<file path="src/rtl/ll_rd_ctrl_ptr_return.sv">
// Pop/read controller for the linked list.
// Owns the head pointer and the node count. On a pop it reads the head node's data
// and next-pointer and presents the data to the consumer. When the consumer accepts,
// it advances the head and hands the freed pointer back to the allocator.
module ll_rd_ctrl_ptr_return #(
  parameter int DATA_WD       = 32,
  parameter int DATAMEM_DEPTH = 16,
  parameter int PTR_WD        = $clog2(DATAMEM_DEPTH),
  parameter int MEM_RD_LAT    = 1
) (
  input  logic               clk,
  input  logic               reset_n,
  input  logic [PTR_WD-1:0]  hdptr_cfg_value,
  input  logic               hdptr_cfg_value_vld,
  input  logic               node_appended,
  input  logic               make_ll_empty,
  input  logic               pop_req,
  output logic               pop_err,
  output logic               rd_busy,
  output logic               mem_rd_en,
  output logic [PTR_WD-1:0]  mem_rd_addr,
  input  logic [DATA_WD-1:0] datamem_rd_data,
  input  logic [PTR_WD-1:0]  nxtptrmem_rd_data,
  output logic [DATA_WD-1:0] rd_data,
  output logic               rd_data_vld,
  input  logic               rd_data_rdy,
  output logic               return_nxt_ptr,
  output logic [PTR_WD-1:0]  pos_2_return_nxt_ptr,
  output logic [PTR_WD-1:0]  hdptr_out,
  output logic [PTR_WD:0]    ll_node_cnt
);

  localparam int                WC_W      = (MEM_RD_LAT > 1) ? $clog2(MEM_RD_LAT) : 1;
  localparam logic [WC_W-1:0]   WAIT_LAST = WC_W'(MEM_RD_LAT - 1);
  localparam logic [PTR_WD:0]   CNT_MAX   = (PTR_WD + 1)'(DATAMEM_DEPTH);

  typedef enum logic [1:0] {
    IDLE     = 2'd0,
    RD_ISSUE = 2'd1,
    RD_WAIT  = 2'd2,
    RESP     = 2'd3
  } state_e;

  state_e             state_q;
  logic [PTR_WD-1:0]  hdptr_q;
  logic [PTR_WD-1:0]  nxtptr_q;
  logic [DATA_WD-1:0] rd_data_q;
  logic               rd_data_vld_q;
  logic               mem_rd_en_q;
  logic               pop_err_q;
  logic               ret_q;
  logic [PTR_WD-1:0]  ret_pos_q;
  logic [WC_W-1:0]    wait_q;
  logic [PTR_WD:0]    cnt_q;
  logic [PTR_WD:0]    cnt_d;
  logic               accept;

  // Consumer handshake completing the popped node.
  assign accept = (state_q == RESP) && rd_data_vld_q && rd_data_rdy;

  // Pop sequencer: issue read, wait fixed latency, hold response, retire node.
  always_ff @(posedge clk or negedge reset_n) begin
    if (!reset_n) begin
      state_q       <= IDLE;
      hdptr_q       <= '0;
      nxtptr_q      <= '0;
      rd_data_q     <= '0;
      rd_data_vld_q <= 1'b0;
      mem_rd_en_q   <= 1'b0;
      pop_err_q     <= 1'b0;
      ret_q         <= 1'b0;
      ret_pos_q     <= '0;
      wait_q        <= '0;
    end else begin
      pop_err_q   <= 1'b0;
      mem_rd_en_q <= 1'b0;
      ret_q       <= 1'b0;
      if (make_ll_empty) begin
        // Flush: abandon any pop; the allocator reclaims every pointer itself.
        state_q       <= IDLE;
        rd_data_vld_q <= 1'b0;
        wait_q        <= '0;
      end else begin
        case (state_q)
          IDLE: begin
            if (hdptr_cfg_value_vld) begin
              hdptr_q <= hdptr_cfg_value;
            end
            if (pop_req) begin
              if (cnt_q == '0) begin
                pop_err_q <= 1'b1;
              end else begin
                state_q     <= RD_ISSUE;
                mem_rd_en_q <= 1'b1;
              end
            end
          end
          RD_ISSUE: begin
            state_q <= RD_WAIT;
            wait_q  <= '0;
          end
          RD_WAIT: begin
            if (wait_q == WAIT_LAST) begin
              rd_data_q     <= datamem_rd_data;
              nxtptr_q      <= nxtptrmem_rd_data;
              rd_data_vld_q <= 1'b1;
              state_q       <= RESP;
            end else begin
              wait_q <= wait_q + 1'b1;
            end
          end
          RESP: begin
            if (accept) begin
              ret_q         <= 1'b1;
              ret_pos_q     <= hdptr_q;
              hdptr_q       <= nxtptr_q;
              rd_data_vld_q <= 1'b0;
              state_q       <= IDLE;
            end
          end
          default: state_q <= IDLE;
        endcase
      end
    end
  end

  // Node count: appends saturate at depth, a simultaneous append and retire cancel.
  always_comb begin
    cnt_d = cnt_q;
    if (make_ll_empty) begin
      cnt_d = '0;
    end else if (node_appended && !accept) begin
      if (cnt_q != CNT_MAX) begin
        cnt_d = cnt_q + 1'b1;
      end
    end else if (accept && !node_appended) begin
      cnt_d = cnt_q - 1'b1;
    end
  end

  // Node count register.
  always_ff @(posedge clk or negedge reset_n) begin
    if (!reset_n) begin
      cnt_q <= '0;
    end else begin
      cnt_q <= cnt_d;
    end
  end

  assign pop_err              = pop_err_q;
  assign rd_busy              = (state_q != IDLE);
  assign mem_rd_en            = mem_rd_en_q;
  assign mem_rd_addr          = hdptr_q;
  assign rd_data              = rd_data_q;
  assign rd_data_vld          = rd_data_vld_q;
  assign return_nxt_ptr       = ret_q;
  assign pos_2_return_nxt_ptr = ret_pos_q;
  assign hdptr_out            = hdptr_q;
  assign ll_node_cnt          = cnt_q;

endmodule

</file>
<file path="config.mk">
export PLATFORM = sky130hd
export DESIGN_NAME = ll_rd_ctrl_ptr_return
export DESIGN_NICKNAME = d
export VERILOG_FILES = /design/src/rtl/ll_rd_ctrl_ptr_return.sv
export SDC_FILE = /design/constraint.sdc
export NUM_CORES = 1
export LEC_CHECK = 0
export CORE_ASPECT_RATIO = 1.2
export CORE_MARGIN = 10
export CORE_UTILIZATION = 43
export DETAILED_ROUTE_END_ITERATION = 12
export HOLD_SLACK_MARGIN = 0.05
export PLACE_DENSITY = 0.89
export SYNTH_ARGS = -nofsm -noshare
export SYNTH_HDL_FRONTEND = slang
export SYNTH_SLANG_ARGS = --single-unit
</file>
<file path="constraint.sdc">
create_clock -name clk -period 2.3 [get_ports clk]
set_input_delay 0.46 -clock clk [delete_from_list [all_inputs] [get_ports clk]]
set_output_delay 0.46 -clock clk [all_outputs]
set_load 0.02 [all_outputs]
</file>
==> results.yml, run 1 <==
route:
  drtIter0Drc: 89
  wl_um: 6150
  viasPerCell: 5.10
  postRouteAntennaNets: 0
  vias: 1827
  wire_per_inst_um: 17.2
  drc: 0
  drtPass1Iterations: 4
clock_network:
  post_cts_buffers: 0
  ctsHoldBuffers: 0
  h-tree-depth: 2
  cts_tree: "done"
  numCtsBuffers: 5
  clkTransAtPathRegs_ns: 0.09
  cts_buffer_depth: 2
  clk_latency_ns: 0.30
  clock_sinks: 55
  ctsResizeCount: 0
  root_buffer: "clkbuf_8"
power_and_ir_drop:
  finalPower_mw: 4.39
  ir_worst_vdd_mv: 0.690
  p_per_area_mw_per_mm2: 1200
  p_leak_nw: 1.56
global_route:
  grt_max_degree: 37
  grt_pass1_vias: 2018
  antenna_found_initial: 0
  grt_first_pass_wirelength_um: 9830
  grt_overflow: 0
  track_usage_pct: 13.8
layout:
  final_cell_mix: "clkdlybuf4s50_1 (99), dfrtp_1 (55), mux2_2 (40)"
  multi_input_area_um2: 980
  regArea_mm2: 0.00138
  nFillCells: 431
  final_common_cell: "clkdlybuf4s50_1"
  drive_above_1_share_pct: 21.4
  num_antenna_cells: 0
  nNetsFinal: 347
  area_delta_synth_final_pct: 48.7
timing:
  max_slew_margin_pct: 58.0
  rsz0062_at_grt: "false"
  worst_pin_slew_ns: 0.629
  fmax_ghz: 0.463
  final.setup_skew_ns: 0.00517
  worst_slack_ns: 0.141
  drv_slew: 0
  hold_violations: 0
  tns_ns: 0
  period_share_pct: 93.8
  setup_viol: 0
  hold_slack_ns: 0.160
  period_needed_ns: 2.16
floorplan:
  dieArea_mm2: 0.00914
  io_pins: 101
  die_h_um: 103
  row_count: 30
  core_mm2: 0.00559
  start_util_pct: 43.9
  die_x_um: 89.0
critical_path:
  timing.rr.start: "state_q[1]$_DFFE_PN0P_"
  start_kind: "register"
  ff2ff_setup_slack_ns: 0.36
  reg2reg_depth: 8
  crit_fanout: 4
  critPathKind: "reg2out"
  worstPathRequired_ns: 1.84
  r2r_end: "ll_node_cnt[4]$_DFFE_PN0P_"
  crit_path_end_kind: "output port"
  cp.arrival_ns: 1.70
  endpoint: "rd_busy"
  crit_start: "state_q[0]$_DFFE_PN0P_"
placement:
  dp_slack_ns: 0.0512
  io_buffers: 100
  routabilityCongestion: 0.908
  dp_hpwl_um: 4950
yosys:
  synth_seq_cells: 55
  yosys.cell_types.count: 41
  ys.warnings.count: 0
  synthesis.area_mm2: 0.00245
  syn_nets: 244
  ys_seq_area_share_pct: 56.1
  synth.avg_cell_area_um2: 12.9
  synth_cells: 190
min_path:
  hp-class: "in2async"
outcome:
  status: "completed"
flow_run:
  max_cap_violations: 0
## state kept, by name, summed over array words and instances (netlist names)
signal	count
rd_data	32
ll_node_cnt	5
hdptr_out	4
nxtptr_q	4
pos_2_return_nxt_ptr	4
state_q	2
mem_rd_en	1
pop_err	1
rd_data_vld	1
return_nxt_ptr	1
## per-stage QoR
| stage | instance area [um^2] | utilization, % | std cells |
|---|---|---|---|
| CTS | 3650 | 65.3 | 358 |
| finish | 3650 | 65.3 | 358 |
| floorplan | 2450 | - | 190 |
| global route | 3650 | 65.3 | 358 |
| global placement | 3550 | 63.5 | 350 |
| detailed placement | 3550 | 63.5 | 350 |
## cell families (layout without fill, tap and decap cells)
logic type               after synthesis  count (layout)  share of synthesized area (%)
AO/OA/AOI/OAI                         25              25                           7.03
XOR/XNOR                               1               1                          0.357
adder cells (fa/ha/maj)                7               7                           3.87
buffers and inverters                 21             125                           4.33
flip-flops                            55              55                           56.1
multiplexers                          46              46                           21.0
AND/OR/NAND/NOR                       35              35                           7.34
## power breakdown
| part | leakage, nW | switching, mW | internal [mW] |
|---|---|---|---|
| registers | 0.690 | 0.245 | 1.36 |
| clock network | 0.0515 | 0.291 | 0.275 |
| logic | 0.821 | 1.03 | 1.18 |
## worst min path at each step
stage,startpoint,to,slack (ns),cells past startpoint
CTS,reset_n,rd_data[7]$_DFFE_PN0P_,0.18,1
floorplan,reset_n,hdptr_out[0]$_DFFE_PN0P_,0.16,0
finish,reset_n,rd_data[7]$_DFFE_PN0P_,0.16,1
global placement,rd_data[8]$_DFFE_PN0P_,rd_data[8]$_DFFE_PN0P_,0.49,1
detailed placement,rd_data[0]$_DFFE_PN0P_,rd_data[0]$_DFFE_PN0P_,0.49,1
global route,reset_n,rd_data[7]$_DFFE_PN0P_,0.21,1
## worst max-delay path, cell delays in order, from the launching register on
cell,delay (ns)
dfrtp_1,0.38
inv_1,0.08
ha_1,0.25
inv_1,0.07
clkdlybuf4s50_1,0.62
## cells in the mapped netlist
| cell type | number | area [um^2] |
|---|---|---|
| o211a_1 | 1 | 10.0 |
| xnor2_1 | 1 | 8.76 |
| nor2b_1 | 3 | 18.8 |
| o21a_1 | 1 | 7.51 |
| o21ai_0 | 2 | 10.0 |
| clkbuf_1 | 3 | 11.3 |
| a211oi_1 | 1 | 7.51 |
| and3_1 | 1 | 6.26 |
| or4_1 | 1 | 7.51 |
| buf_2 | 4 | 20.0 |
| o21bai_1 | 1 | 7.51 |
| mux2_2 | 40 | 450 |
| o21ai_1 | 3 | 15.0 |
| nor3_1 | 3 | 15.0 |
| o21ai_2 | 1 | 8.76 |
| o211ai_1 | 2 | 15.0 |
| dfrtp_1 | 55 | 1380 |
| nand3_1 | 6 | 30.0 |
| fa_1 | 1 | 20.0 |
| a21oi_1 | 6 | 30.0 |
| nand4_1 | 1 | 6.26 |
| ha_1 | 6 | 75.1 |
| buf_4 | 4 | 30.0 |
| o211ai_2 | 1 | 12.5 |
| o22ai_1 | 1 | 6.26 |
| a21boi_1 | 1 | 7.51 |
| nor2_1 | 7 | 26.3 |
| mux2i_1 | 5 | 50.1 |
| o2111ai_1 | 1 | 8.76 |
| buf_6 | 1 | 11.3 |
| or3_1 | 1 | 6.26 |
| or4_4 | 1 | 11.3 |
| or2_2 | 1 | 6.26 |
| a311oi_1 | 1 | 8.76 |
| mux2_4 | 1 | 15.0 |
| and4b_1 | 1 | 10.0 |
| inv_1 | 9 | 33.8 |
| a21oi_2 | 1 | 8.76 |
| nand2b_1 | 1 | 6.26 |
| nand2_1 | 8 | 30.0 |
| a211o_1 | 1 | 8.76 |
## area by class of cell
class,count,share of cell area (%)
clock buffer,8,2.74
inverter,9,0.925
tap,64,2.19
sequential,55,37.7
multi-input combinational,114,26.8
timing repair buffer,108,29.6
## per-layer routing
| layer | share of wire, % | routed length (um) | track usage, % |
|---|---|---|---|
| met1 | 35 | 2160 | 13.9 |
| met3 | 9.3 | 570 | 6.72 |
| met4 | 0.86 | 53 | 3.92 |
| met5 | 0 | 0 | 0 |
| met2 | 55 | 3370 | 24.5 |
Note: power is estimated with default switching activity, not from simulation.
==> inputs of run 2 (changes only) <==
Settings changed: PLACE_DENSITY 0.89 to 0.8.
==> run 2 against run 1 <==
  * Register-to-register slack worse by 0.02 ns
  * Combinational power hardly changed
  * Final cell count is 0.56% lower
==> results.yml, run 2 (synthesis gave the netlist of run 1 again) <==
layout:
  area_delta_synth_final_pct: 48.0
  largest_register_ffs: 32
  final_cell_mix: "clkdlybuf4s50_1 (99), dfrtp_1 (55), mux2_2 (40)"
  nFillCells: 419
  drive_above_1_share_pct: 20.9
  finish.instance_area_mm2: 0.00363
  multi_input_area_um2: 980
  nNetsFinal: 346
  final_common_cell: "clkdlybuf4s50_1"
  final_cell_count_no_fill: 356
  num_antenna_cells: 0
  regArea_mm2: 0.00138
timing:
  hold_slack_ns: 0.271
  tns_ns: 0
  drv_slew: 0
  max_slew_margin_pct: 54.6
  period_share_pct: 93.9
  final.setup_skew_ns: 0.00415
  fmax_ghz: 0.463
  worst_pin_slew_ns: 0.681
  rsz0062_at_grt: "false"
  period_needed_ns: 2.16
  setup_viol: 0
  hold_violations: 0
placement:
  io_buffers: 100
  dp_hpwl_um: 4940
  placed_cells: 349
  placedInstanceArea_mm2: 0.00353
  routabilityCongestion: 0.855
clock_network:
  root_buffer: "clkbuf_8"
  ctsResizeCount: 0
  post_cts_buffers: 0
  cts_buffer_depth: 2
  cts_tree: "done"
  clk_latency_ns: 0.30
  clock_sinks: 55
  h-tree-depth: 2
  clkTransAtPathRegs_ns: 0.09
  ctsHoldBuffers: 0
  numCtsBuffers: 5
critical_path:
  timing.rr.start: "state_q[1]$_DFFE_PN0P_"
  critPathKind: "reg2out"
  crit_path_end_kind: "output port"
  reg2reg_depth: 6
  crit_fanout: 4
  worstPathRequired_ns: 1.84
  ff2ff_setup_slack_ns: 0.34
  r2r_end: "hdptr_out[2]$_DFFE_PN0P_"
  endpoint: "rd_busy"
  cp.arrival_ns: 1.70
  start_kind: "register"
  crit_start: "state_q[0]$_DFFE_PN0P_"
power_and_ir_drop:
  finalPower_mw: 4.43
  p_leak_nw: 1.55
  ir_worst_vdd_mv: 0.717
  p_per_area_mw_per_mm2: 1220
global_route:
  track_usage_pct: 13.9
  grt_overflow: 0
  grt_first_pass_wirelength_um: 9940
  grt_pass1_vias: 2021
  grt_max_degree: 56
  antenna_found_initial: 0
floorplan:
  start_util_pct: 43.9
  core_mm2: 0.00559
  die_h_um: 103
  row_count: 30
  io_pins: 101
  die_x_um: 89.0
  dieArea_mm2: 0.00914
route:
  drtIter0Drc: 53
  wl_um: 6350
  postRouteAntennaNets: 0
  wire_per_inst_um: 17.8
  vias: 1850
  drtPass1Iterations: 4
  drc: 0
  viasPerCell: 5.20
outcome:
  status: "completed"
min_path:
  hp-class: "in2async"
flow_run:
  max_cap_violations: 0
run 2: worst max-delay path, cell delays in order, from the launching register on:
cell and delay (ns):
dfrtp_1 0.38, inv_1 0.09, ha_1 0.26, inv_1 0.07
clkdlybuf4s50_1 0.60
run 2: per-layer routing:
metal	part of all wire, %	GRT usage (%)	routed length (um)
met1	36	13.5	2270
met2	53	24.7	3340
met3	10	6.48	634
met4	1.7	5.64	109
met5	0	0	0
run 2: worst min-delay path by stage:
stage / end / depth (start not counted) / startpoint / slack (ns)
2_1_floorplan: hdptr_out[0]$_DFFE_PN0P_ / 0 / reset_n / 0.16
3_3_place_gp: rd_data[7]$_DFFE_PN0P_ / 1 / rd_data[7]$_DFFE_PN0P_ / 0.49
3_5_place_dp: rd_data[26]$_DFFE_PN0P_ / 1 / rd_data[26]$_DFFE_PN0P_ / 0.49
4_1_cts: ll_node_cnt[1]$_DFFE_PN0P_ / 2 / reset_n / 0.31
5_1_grt: ll_node_cnt[1]$_DFFE_PN0P_ / 2 / reset_n / 0.33
6_report: ll_node_cnt[1]$_DFFE_PN0P_ / 2 / reset_n / 0.27
run 2: per-stage QoR:
stage | setup WS [ns] | util, %
finish | 0.140 | 65.0
global route | 0.0385 | 65.0
CTS | 0.127 | 65.0
detailed placement | 0.0407 | 63.1
global placement | 0.0786 | 63.1
floorplan | 0.212 | -
run 2: where the power goes:
part           switching (mW)  internal [mW]  total (mW)
logic                    1.04           1.18        2.21
clock network           0.299          0.320       0.618
registers               0.238           1.36        1.60
total                    1.57           2.86        4.43
run 2: layout make-up:
type	count	area share, %
Tap cell	64	2.20
Clock buffer	6	2.00
Sequential cell	55	37.9
Clock inverter	1	0.826
Multi-Input combinational cell	114	27.0
Inverter	9	0.930
Timing Repair Buffer	107	29.2
==> inputs of run 3 (changes only) <==
Settings changed: CORE_UTILIZATION 43 to 40, PLACE_DENSITY 0.8 to 0.75, TNS_END_PERCENT set to 10.
==> run 3 against run 2 <==
  * Fmax increased by 9.6%
  * Hold slack got worse by 0.13 ns
  * Die area increased by 5.9%
  * Critical path depth increased by 5
  * Flip-flop and latch count unchanged
  * Largest cell class unchanged
==> results.yml, run 3 (synthesis gave the netlist of run 1 again) <==
clock_network:
  root_buffer: "clkbuf_8"
  cts_buffer_depth: 2
  clock_sinks: 55
  numCtsBuffers: 5
  cts_tree: "done"
  ctsHoldBuffers: 0
  h-tree-depth: 2
  clkTransAtPathRegs_ns: 0.09
  clk_latency_ns: 0.30
  post_cts_buffers: 0
timing:
  rsz0062_at_grt: "false"
  hold_violations: 0
  fmax_ghz: 0.507
  final.setup_skew_ns: 0.00220
  hold_slack_ns: 0.138
  period_share_pct: 85.7
  period_needed_ns: 1.97
  max_slew_margin_pct: 74.9
  setup_viol: 0
  drv_slew: 0
  tns_ns: 0
  worst_pin_slew_ns: 0.376
floorplan:
  start_util_pct: 40.8
  io_pins: 101
  dieArea_mm2: 0.00968
  die_x_um: 91.5
  row_count: 31
  die_h_um: 106
  core_mm2: 0.00601
global_route:
  antenna_found_initial: 0
  grt_first_pass_wirelength_um: 10200
  grt_pass1_vias: 2024
  grt_overflow: 0
  track_usage_pct: 13.0
  grt_max_degree: 56
layout:
  nNetsFinal: 346
  final_util_pct: 60.8
  final_cell_count_no_fill: 374
  num_antenna_cells: 0
  area_delta_synth_final_pct: 48.9
  final_common_cell: "clkdlybuf4s50_1"
  drive_above_1_share_pct: 21.2
  regArea_mm2: 0.00138
  nFillCells: 484
  multi_input_area_um2: 980
  final_cell_mix: "clkdlybuf4s50_1 (98), dfrtp_1 (55), mux2_2 (40)"
  largest_register_ffs: 32
min_path:
  hp-class: "in2async"
route:
  drtPass1Iterations: 4
  drtIter0Drc: 94
  viasPerCell: 4.83
  drc: 0
  wire_per_inst_um: 16.2
  vias: 1808
  postRouteAntennaNets: 0
  wl_um: 6060
power_and_ir_drop:
  ir_worst_vdd_mv: 0.651
  p_per_area_mw_per_mm2: 1190
  swShare_pct: 36.1
  seqPwrFrac_pct: 36.9
  comb_power_share_pct: 50.9
  p_switching_mw: 1.57
  p_leak_nw: 1.57
  power_frac_clock_pct: 12.2
  internal_power_mw: 2.78
critical_path:
  cp.arrival_ns: 2.16
  critPathKind: "in2reg"
  crit_fanout: 4
  worstPathRequired_ns: 2.49
  crit_path_end_kind: "register"
  start_kind: "primary input"
outcome:
  status: "completed"
placement:
  dp_hpwl_um: 4730
  routabilityCongestion: 0.800
  io_buffers: 100
  placed_cells: 367
flow_run:
  max_cap_violations: 0
## run 3: cell count changes in the layout (fill, tap and decap cells not counted), sizes merged
cell / change
clkinv: +1
bufinv: -1
dlymetal6s2s: +1
clkdlybuf4s50: -1
## run 3: cell type report
cell class,count,share of cell area (%)
clock buffer,6,2.26
clock inverter,1,0.137
inverter,9,0.924
multi-input combinational,114,26.8
sequential,55,37.6
tap,82,2.81
timing repair buffer,107,29.4
## run 3: path summary, 6_finish.rpt
kind,cells past startpoint,end,start,slack [ns]
min in group clk,1,rd_data[29]$_DFFE_PN0P_,rd_data[29]$_DFFE_PN0P_,0.51
hold reg to reg,1,rd_data[29]$_DFFE_PN0P_,rd_data[29]$_DFFE_PN0P_,0.51
setup / recovery,9,ll_node_cnt[4]$_DFFE_PN0P_,rd_data_rdy,0.33
hold / removal,2,rd_data[17]$_DFFE_PN0P_,reset_n,0.14
setup reg to reg,8,ll_node_cnt[4]$_DFFE_PN0P_,state_q[1]$_DFFE_PN0P_,0.36
max in group asynchronous,2,rd_data_vld$_DFFE_PN0P_,reset_n,1.92
## run 3: metrics by stage
step | instance area [um^2] | setup WS [ns] | power [mW]
final | 3660 | 0.329 | 4.34
after global routing | 3660 | 0.229 | 4.62
after CTS | 3650 | 0.0854 | 4.41
after detailed placement | 3570 | 0.00958 | 3.86
after global placement | 3570 | 0.0820 | 3.81
after floorplan | 2450 | 0.212 | 2.81
## run 3: critical path: stages
cell and delay [ns]:
clkdlybuf4s50_1 0.49, nand3_1 0.11, nand2_1 0.15, inv_1 0.07, fa_1 0.40, nor2b_1 0.14, o21a_1 0.16, a211o_1 0.11
nand3_1 0.07
## run 3: repair_timing
action / 4_1_cts / 5_1_grt
gates resized for setup: 0 / 1
endpoints found under the hold margin: 0 / 0
setup endpoints to repair: 0 / 1
## run 3: power by group through the flow
stage,combinational (mW),clock (mW),sequential (mW)
finish,2.21,0.529,1.60
global route,2.37,0.582,1.66
CTS,2.25,0.552,1.61
detailed placement,2.23,0,1.62
global placement,2.21,0,1.60
floorplan,0.786,0,2.02
## run 3: layer usage
layer | up-vias | global-route usage [%] | wire [um]
met4 | 0 | 3.92 | 57
met5 | - | 0 | 0
met2 | 59 | 20.9 | 2960
met1 | 878 | 14.1 | 2300
li1 | 865 | - | -
met3 | 6 | 7.59 | 734
